===== config.mk =====
export PLATFORM = sky130hd
export DESIGN_NAME = fetch_buffer
export DESIGN_NICKNAME = d
export VERILOG_FILES = /design/src/rtl/fetch_buffer_pkg.sv /design/src/rtl/fetch_buffer.sv
export SDC_FILE = /design/constraint.sdc
export NUM_CORES = 1
export LEC_CHECK = 0
export CAP_MARGIN = 20
export CORE_MARGIN = 2
export CORE_UTILIZATION = 50
export CTS_CLUSTER_SIZE = 30
export DETAILED_ROUTE_END_ITERATION = 16
export HOLD_SLACK_MARGIN = 0.1
export PLACE_DENSITY = 0.75
export SYNTH_ARGS = -nofsm -noshare
export SYNTH_HDL_FRONTEND = slang
export SYNTH_SLANG_ARGS = --single-unit

===== constraint.sdc =====
create_clock -name clk -period 5.02 [get_ports clk]
set_input_delay 0.753 -clock clk [delete_from_list [all_inputs] [get_ports clk]]
set_output_delay 0.753 -clock clk [all_outputs]
set_load 0.01 [all_outputs]

===== src/rtl/fetch_buffer_pkg.sv =====
// Shared types and defaults for the instruction fetch buffer that sits
// between the fetch stage and decode.
package fetch_buffer_pkg;

  localparam int FB_DEFAULT_N     = 64;
  localparam int FB_DEFAULT_IW    = 32;
  localparam int FB_DEFAULT_DEPTH = 4;

  typedef struct packed {
    logic [FB_DEFAULT_N-1:0]  pc;
    logic [FB_DEFAULT_IW-1:0] instr;
  } fb_entry_t;

endpackage


===== src/rtl/fetch_buffer.sv =====
// Small in-order FIFO of {pc, instr} pairs between fetch and decode, with a
// flush that discards all buffered entries on branch/trap.
module fetch_buffer
  import fetch_buffer_pkg::*;
#(
  parameter int N     = FB_DEFAULT_N,
  parameter int IW    = FB_DEFAULT_IW,
  parameter int DEPTH = FB_DEFAULT_DEPTH
) (
  input  logic                     clk,
  input  logic                     reset,
  input  logic                     in_valid,
  input  logic [N-1:0]             in_pc,
  input  logic [IW-1:0]            in_instr,
  output logic                     in_ready,
  output logic                     out_valid,
  output logic [N-1:0]             out_pc,
  output logic [IW-1:0]            out_instr,
  input  logic                     out_ready,
  input  logic                     flush,
  output logic [$clog2(DEPTH):0]   count
);

  localparam int PTR_W = $clog2(DEPTH);
  localparam int CNT_W = PTR_W + 1;
  localparam logic [CNT_W-1:0] FULL_CNT = CNT_W'(DEPTH);

  typedef struct packed {
    logic [N-1:0]  pc;
    logic [IW-1:0] instr;
  } entry_t;

  entry_t           mem_q [DEPTH];
  logic [PTR_W-1:0] head_q, head_d;
  logic [PTR_W-1:0] tail_q, tail_d;
  logic [CNT_W-1:0] count_q, count_d;
  logic             push;
  logic             pop;

  // Handshake status derives only from registered occupancy, so a full
  // buffer never accepts even when decode pops in the same cycle.
  assign in_ready  = (count_q < FULL_CNT);
  assign out_valid = (count_q != {CNT_W{1'b0}});
  assign count     = count_q;

  always_comb begin
    push = in_valid && in_ready && !flush;
    pop  = out_valid && out_ready && !flush;
  end

  always_comb begin
    head_d  = head_q;
    tail_d  = tail_q;
    count_d = count_q;
    if (flush) begin
      head_d  = {PTR_W{1'b0}};
      tail_d  = {PTR_W{1'b0}};
      count_d = {CNT_W{1'b0}};
    end else begin
      // Pointers are exactly log2(DEPTH) wide, so the increment wraps to 0.
      if (push) begin
        tail_d = tail_q + PTR_W'(1);
      end else begin
        tail_d = tail_q;
      end
      if (pop) begin
        head_d = head_q + PTR_W'(1);
      end else begin
        head_d = head_q;
      end
      case ({push, pop})
        2'b10:   count_d = count_q + CNT_W'(1);
        2'b01:   count_d = count_q - CNT_W'(1);
        default: count_d = count_q;
      endcase
    end
  end

  always_ff @(posedge clk or posedge reset) begin
    if (reset) begin
      head_q  <= {PTR_W{1'b0}};
      tail_q  <= {PTR_W{1'b0}};
      count_q <= {CNT_W{1'b0}};
    end else begin
      head_q  <= head_d;
      tail_q  <= tail_d;
      count_q <= count_d;
    end
  end

  // Storage is deliberately left unreset; occupancy alone defines validity.
  always_ff @(posedge clk) begin
    if (push) begin
      mem_q[tail_q] <= '{pc: in_pc, instr: in_instr};
    end
  end

  always_comb begin
    if (out_valid) begin
      out_pc    = mem_q[head_q].pc;
      out_instr = mem_q[head_q].instr;
    end else begin
      out_pc    = {N{1'b0}};
      out_instr = {IW{1'b0}};
    end
  end

endmodule


After elaboration in Yosys (flattened, before gate mapping)
Memories as Yosys holds them, arrays and structs flattened.
Index checks and enable logic that the tools add are counted.
Cells by class
  add/sub/neg operators: 4
  reductions and logical operators: 9
  eq/ne operators: 2
  multiplexer cells: 10
  order comparisons: 1
Operator list (count)
  $mux W64: 1
  $mux W32: 1
  $mux W2: 4
  $pmux W3 S2: 1
  $reduce_bool A3 Y1: 2
  $add A2 B1 Y2 const B: 2
  $logic_and A1 B1 Y1: 4
  $reduce_bool A2 Y1: 2
  $add A3 B1 Y3 const B: 1
  $lt A3 B3 Y1 const B: 1
  $mux W3: 1
  $sub A3 B1 Y3 const B: 1
  $eq A2 B1 Y1 const B: 1
  $eq A2 B2 Y1 const B: 1
  $mux W1: 2
  $logic_not A1 Y1: 1
Word-level totals
  output and inout port bits: 101
  bits in registers: 7
  memories: 1
  word-level logic and storage cells: 30
  input bits: 101
  RAM bits: 384
Memories
  mem_q: depth 4, bits a word 96, read ports 1, clocked after Yosys merged registers in 0, write ports 1, line fetch_buffer.sv:33  | entry_t mem_q [DEPTH];

Logic depth before layout (Yosys ltp)
Gate-level depths: netlist of run 1.
  word-level depth: 6
  mapped depth: 11
  depth with buffers taken out: 8

Worst setup path before layout of run 1
No wires, ideal clock.
  kind: input to register
  start: input port flush
  end: memory mem_q[0][0] (netlist bit), enable pin
  stages on the path: 3
  slack: 1209 ps
  arrival: 3345 ps
  path buffers: 1
  path through: clkbuf_1 -> nor2_1 -> and2_1
Between the ends
  cells in the longest elaborated chain, start to end: 4
Ends and longest elaborated chain
  from (decl): line fetch_buffer.sv:20  | input logic flush,
  $logic_not A1 Y1: line fetch_buffer.sv:47  | push = in_valid && in_ready && !flush;
  $logic_and A1 B1 Y1: line fetch_buffer.sv:47
  $mux W1: line fetch_buffer.sv:93  | if (push) begin
  $mux W1 (not written as such): line fetch_buffer.sv:94  | mem_q[tail_q] <= '{pc: in_pc, instr: in_instr};
  to (decl): line fetch_buffer.sv:33
Every way passes these cells.

Worst setup path after layout of run 1
  start: register head_q[0]
  end: output port out_instr[25]
Between the ends
  cells in the longest elaborated chain, start to end: 2
Ends and longest elaborated chain
  from (decl): line fetch_buffer.sv:34  | logic [PTR_W-1:0] head_q, head_d;
  from (signal assigned): line fetch_buffer.sv:81  | head_q <= {PTR_W{1'b0}};
  $mem_v2 Z4 W96
  $mux W32: line fetch_buffer.sv:99  | if (out_valid) begin
  to (decl): line fetch_buffer.sv:18  | output logic [IW-1:0] out_instr,
Every way passes these cells.

==> results of run 1 <==
## layout by cell type (no fill, tap or decap), types with 2 or more instances in the layout
cell,Yosys,final
buf_4,1,10
and2_1,100,96
nand3_1,2,2
nor2_1,5,5
o21ai_0,5,5
buf_12,1,4
mux4_2,96,96
clkbuf_16,0,41
nand2_1,7,7
clkdlybuf4s50_1,0,201
clkinv_2,0,7
a21oi_1,5,5
xor2_1,3,3
dfrtp_1,7,5
ha_1,4,4
dfrtp_4,0,2
bufinv_16,0,3
clkbuf_1,15,5
clkinv_1,0,10
nand2b_1,2,2
inv_1,4,4
edfxtp_1,384,384
and2_4,0,4
## worst max-delay path by stage
stage | start | endpoint | slack (ns) | depth (start not counted)
2_1_floorplan | flush | mem_q[0][0] | 1.21 | 3
3_3_place_gp | head_q[0] | out_pc[5] | 1.63 | 4
3_5_place_dp | head_q[0] | out_instr[25] | 1.61 | 4
4_1_cts | head_q[0] | out_instr[25] | 1.05 | 4
5_1_grt | head_q[0] | out_instr[19] | 0.94 | 4
6_report | head_q[0] | out_instr[25] | 1.18 | 4
## flip-flops by register name, indices dropped and copies added, names as in the netlist
| register | cells |
|---|---|
| head_q | 2 |
| tail_q | 2 |
| count | 3 |
| mem_q | 384 |
## synthesized netlist by cell type (all sizes together) (2+ instances only)
cell,count
a21oi,5
and2,100
buf,20
clkbuf,16
dfrtp,7
edfxtp,384
ha,4
inv,4
mux4,96
nand2,8
nand2b,2
nand3,3
nor2,5
o21ai,5
xor2,3
## kinds of logic (layout without fill, tap and decap cells)
| logic type | after synthesis | after routing | share of synthesized area, % |
|---|---|---|---|
| adder cells (fa/ha/maj) | 5 | 5 | 0.467 |
| XOR/XNOR | 4 | 4 | 0.233 |
| multiplexers | 97 | 97 | 14.5 |
| AO/OA/AOI/OAI | 12 | 12 | 0.442 |
| buffers and inverters | 40 | 288 | 1.54 |
| AND/OR/NAND/NOR | 122 | 122 | 4.88 |
| flip-flops | 391 | 391 | 78.0 |
| other | 0 | 1 | 0 |
## area by class of cell
class,instances,area share (%)
tap,390,2.61
clock inverter,23,1.00
multi-input combinational,240,16.5
sequential,391,62.6
antenna,1,0.0134
clock buffer,46,5.58
inverter,4,0.0803
timing repair buffer,215,11.6
## metrics by stage
stage                     cell area, um^2  total power (W)  utilization [%]
after floorplan                     15000          0.00439                -
after global placement              17500          0.00490             58.9
after detailed placement            17500          0.00491             58.9
after CTS                           18700          0.00769             63.1
after global routing                18700          0.00788             63.1
final                               18700          0.00759             63.1
## layer usage
metal,track usage [%],part of all wire [%],vias to the layer above
met5,0,0,-
met4,4.51,1.5,0
met3,3.96,6.4,37
met2,30.8,50,223
met1,25.1,42,3760
li1,-,-,3175
## power breakdown
group	switching, W	internal (W)
clock network	0.00113	0.00164
registers	0.0000536	0.00369
logic	0.000465	0.000616
==> run metrics, run 1 <==
CTS tree=built; area share of the largest cell type after synthesis=76.8%; WHS=0.549 ns; non-filler cells, final=roughly 1.3k; Worst-path clk slew=0.06 ns; Die Wd=around 180 um; Tightest Pin Transition=0.958 ns; Fmax achieved=260 MHz; routed len/inst=roughly 22 um; type of origin of the critical path=flip-flop; HPWL Detailed=roughly 16 mm; dominant cells by area after synthesis=edfxtp_1 77%, mux4_2 14%, and2_1 4.2%; ys flop type=edfxtp_1; worst-path maximum fanout=28; Storage cell area=0.0117 mm^2; Post-CTS Hold Buffers=0; max incr delay on CP=0.80 ns; Clock Skew=0.0124 ns; H-tree levels=2; Resized cells post-CTS=0; final net count=997; # Max-Cap Violations=0; FP Rows=63; Vias/cell=5.49; PwrDens=roughly 400 mW/mm^2; Tcrit/Tclk final=76.6%; post-synthesis cell count=671; gpl congestion=0.706; buffer and inverter count on the worst path=2; CP cell instances=buf_4 > mux4_2 > and2_1 > clkdlybuf4s50_1; sequential fraction of the synthesis area=78.0%; share of flip-flops with an asynchronous set or reset=about 1.8%; path depth of the worst reg2reg path=8; Placement Setup Slack=approximately 1.6 ns; endpoint class of the critical path=output port; number of synthesized register bits=about 390; unrepaired setup endpoints after global routing=false; Hold Path Class=primary input to asynchronous set/reset pin; die height=177 um; post-synthesis cell area=between 0.015 and 0.02 mm^2; FF-to-FF Start=count[0]; Cells after DPL=between 1k and 1.5k; CTS max path bufs=3; YS warnings=0; TritonCTS Sinks=391; grt total ovfl=0; number of endpoints failing setup at the final stage=0; Peak supply drop=0.000347 V; setup TNS=0 ns; Vias=between 7k and 8k; cts bufs inserted=39; IO buf count=201; Layout area overhead=24.6%; Synth Net Count=777; share of layout cells above drive strength 1=18.8%; reg2reg setup slack=between 2 and 2.5 ns; clk root buf=clkbuf_16; post-route ant nets=0; Pleak=5.93 nW; critical path data arrival time=3.09 ns; slew margin rel.=36.1%; Detailed Route Iter0 Violations=about 450; worst-skew pair later-pin latency=0.51 ns; CP delay by family, top=buffers and inverters; number of I/O pins=between 200 and 250; core area=a little under 0.03 mm^2; CP required=4.27 ns; drc violations=0; R2R Path End=count[2]; vias in the first global route=7706; Initial Utilization=50.7%; Max Slew Vio Count=0; global-route wire length before repair=~44 mm; die area=approximately 0.031 mm^2; drt pass-1 iters=4; Total GRT Usage=18.4%; area of the multi-input gates=between 0.003 and 0.004 mm^2; mean post-synth cell area=22.4 um^2; status=complete, no violations; min Tclk post-route=3.84 ns; total wire length=between 20 and 30 mm; Post-synth EDFFs=384; initial antenna violation count=1; final hold viol count=0; FILL cells=2077; post-CTS setup buffers=0; largest net degree at the start of global routing=72; critical path's slowest cell=dfrtp_4; Synth cell types=30; Synth area leader=edfxtp_1; WS Path Type=flip-flop to output port; post-layout worst setup margin=1.18 ns
Power figures use the tool's default switching activity.
==> run 2, diff against run 1 <==
- CORE_UTILIZATION: 50 -> 49
- PLACE_DENSITY: 0.75 -> 0.76
- clock period: 5.02 -> 3.2 ns (I/O delays scaled with it)
==> run 2 against run 1 <==
Non-clock buffer count up 17. Die area up 2.0%. Wire length is 0.97% higher. Sequential share of layout area decreased by 1.1 points. Clock skew up 0.0023 ns. Critical path depth unchanged. First-iteration DRC count up 20%. Utilization shrank 0.39 points. Via count is 0.50% lower. Global-route usage decreased by 0.29 points. Clock power rose by 63%. Hold slack lost 0.36 ns. Critical path type unchanged. Largest cell class unchanged.
==> run metrics, run 2 (synthesized netlist as in run 1, its figures left out) <==
endpoint class of the critical path=output port; Fmax achieved=325 MHz; drc violations=0 (unchanged); CP cell instances=buf_16 > mux4_2 > and2_1 > clkdlybuf4s50_1; WS Path Type=flip-flop to output port; unrepaired setup endpoints after global routing=false; number of I/O pins=202 (unchanged); IO buf count=201 (unchanged); Cells after DPL=1261 (+1.7%); critical path data arrival time=2.60 ns (-0.49 ns); Hold Path Class=primary input to asynchronous set/reset pin; CTS tree=built; buffer and inverter count on the worst path=2 (unchanged); clk root buf=clkbuf_16; R2R Path End=count[2]; share of layout cells above drive strength 1=21.2% (+2.3 points); H-tree levels=2 (unchanged); gpl congestion=0.697 (-1.2%); reg2reg setup slack=0.69 ns (-1.56 ns); FP Rows=64 (+1.6%); critical path's slowest cell=dfrtp_4; Total GRT Usage=18.1% (-0.29 points); Vias/cell=5.35 (-2.5%); die area=0.0321 mm^2 (+2.0%); Detailed Route Iter0 Violations=540 (+20%); max incr delay on CP=0.55 ns (-0.25 ns); post-route ant nets=0 (unchanged); Peak supply drop=0.000574 V (+66%); Top reg by flops=mem_q; worst-skew pair later-pin latency=0.52 ns (about the same); Clock Skew=0.0147 ns (+0.00232 ns); WHS=0.184 ns (-0.365 ns); min Tclk post-route=3.08 ns; dpl cell area=0.0177 mm^2 (+1.4%); Max Slew Vio Count=0 (unchanged); setup TNS=0 ns (unchanged); Pleak=6.09 nW (+2.7%); HPWL Detailed=17.7 mm (+8.1%); largest net degree at the start of global routing=55 (-24%); type of origin of the critical path=flip-flop; status=complete, no violations; global-route wire length before repair=43.4 mm (-0.40%); initial antenna violation count=1 (unchanged); die height=179 um (+0.99%); Worst-path clk slew=0.06 ns (about the same); Final Cell Area=0.0190 mm^2 (+1.8%); Vias=7159 (-0.50%); Layout area overhead=26.8%; total wire length=28.6 mm (+0.97%); number of endpoints failing setup at the final stage=0 (unchanged); Tcrit/Tclk final=96.2%; final net count=1015 (+1.8%); vias in the first global route=7661 (-0.58%); FILL cells=2082 (+0.24%); CTS max path bufs=3 (unchanged); max reg flops=384 (unchanged); core area=0.0303 mm^2 (+2.4%); non-filler cells, final=1337 (+2.1%); TritonCTS Sinks=391 (unchanged); routed len/inst=21.4 um (-1.1%); worst-path maximum fanout=32 (+14%); cts bufs inserted=40 (+2.6%); # Max-Cap Violations=0 (unchanged); PwrDens=637 mW/mm^2 (+57%); Tightest Pin Transition=0.481 ns (-0.476 ns); fin util=62.7% (-0.39 points); grt total ovfl=0 (unchanged); Die Wd=179 um (+0.99%); Initial Utilization=49.5% (-1.2 points); slew margin rel.=67.9% (+32 points); CP required=2.72 ns (-1.55 ns); drt pass-1 iters=5 (+1); most frequent cells in the layout=384 x edfxtp_1, 201 x clkdlybuf4s50_1, 96 x mux4_2, 96 x and2_1, 41 x clkbuf_16; final hold viol count=0 (unchanged); CP delay by family, top=buffers and inverters; FF-to-FF Start=count[0]; path depth of the worst reg2reg path=9 (+1); commonest non-fill, non-tap cell in the layout=edfxtp_1
## run 2: changes by cell type in the layout (fill, tap and decap cells not counted), sizes merged
cell / change
buf: +17
inv: +2
clkinvlp: +1
bufinv: +1
## run 2: final cells by class
class	instances	area (um^2)	area share, %
well taps	396	495	2.60
clock buffers	46	1040	5.49
inverters	4	15.0	0.0789
multi-input cells	240	3090	16.2
flip-flops and latches	391	11700	61.5
clock inverters	27	245	1.29
repair buffers	232	2430	12.8
diodes	1	2.50	0.0131
## run 2: worst max-delay path by stage
stage,startpoint,endpoint,cells after the start
floorplan,count[2],mem_q[0][0],3
global placement,in_valid,mem_q[1][77],5
detailed placement,in_valid,mem_q[1][81],5
CTS,head_q[0],out_instr[16],4
global route,head_q[0],out_instr[16],4
finish,head_q[0],out_instr[16],4
## run 2: where the power goes
part	switching [W]	internal (W)	total, W
Sequential	0.0000603	0.00578	0.00584
Combinational	0.000762	0.00101	0.00177
Clock	0.00184	0.00268	0.00451
Total	0.00266	0.00947	0.0121
## run 2: per-stage QoR
stage	setup WS, ns	power, W
detailed placement	0.520	0.00773
global route	0.00867	0.0126
floorplan	0.726	0.00687
finish	0.122	0.0121
CTS	0.0683	0.0123
global placement	0.558	0.00771
## run 2: layer usage
metal	wire, um	vias to the layer above	track usage (%)
met4	482	0	4.40
met2	13800	241	30.0
met5	0	-	0
met3	2380	44	5.20
met1	11900	3667	24.0
li1	-	3207	-
## run 2: repair_timing
item	4_1_cts	5_1_grt
resized for setup	1	1
endpoints found under the setup margin	1	12
hold buffers	0	0
setup buffers	2	0
hold endpoints to repair	0	0
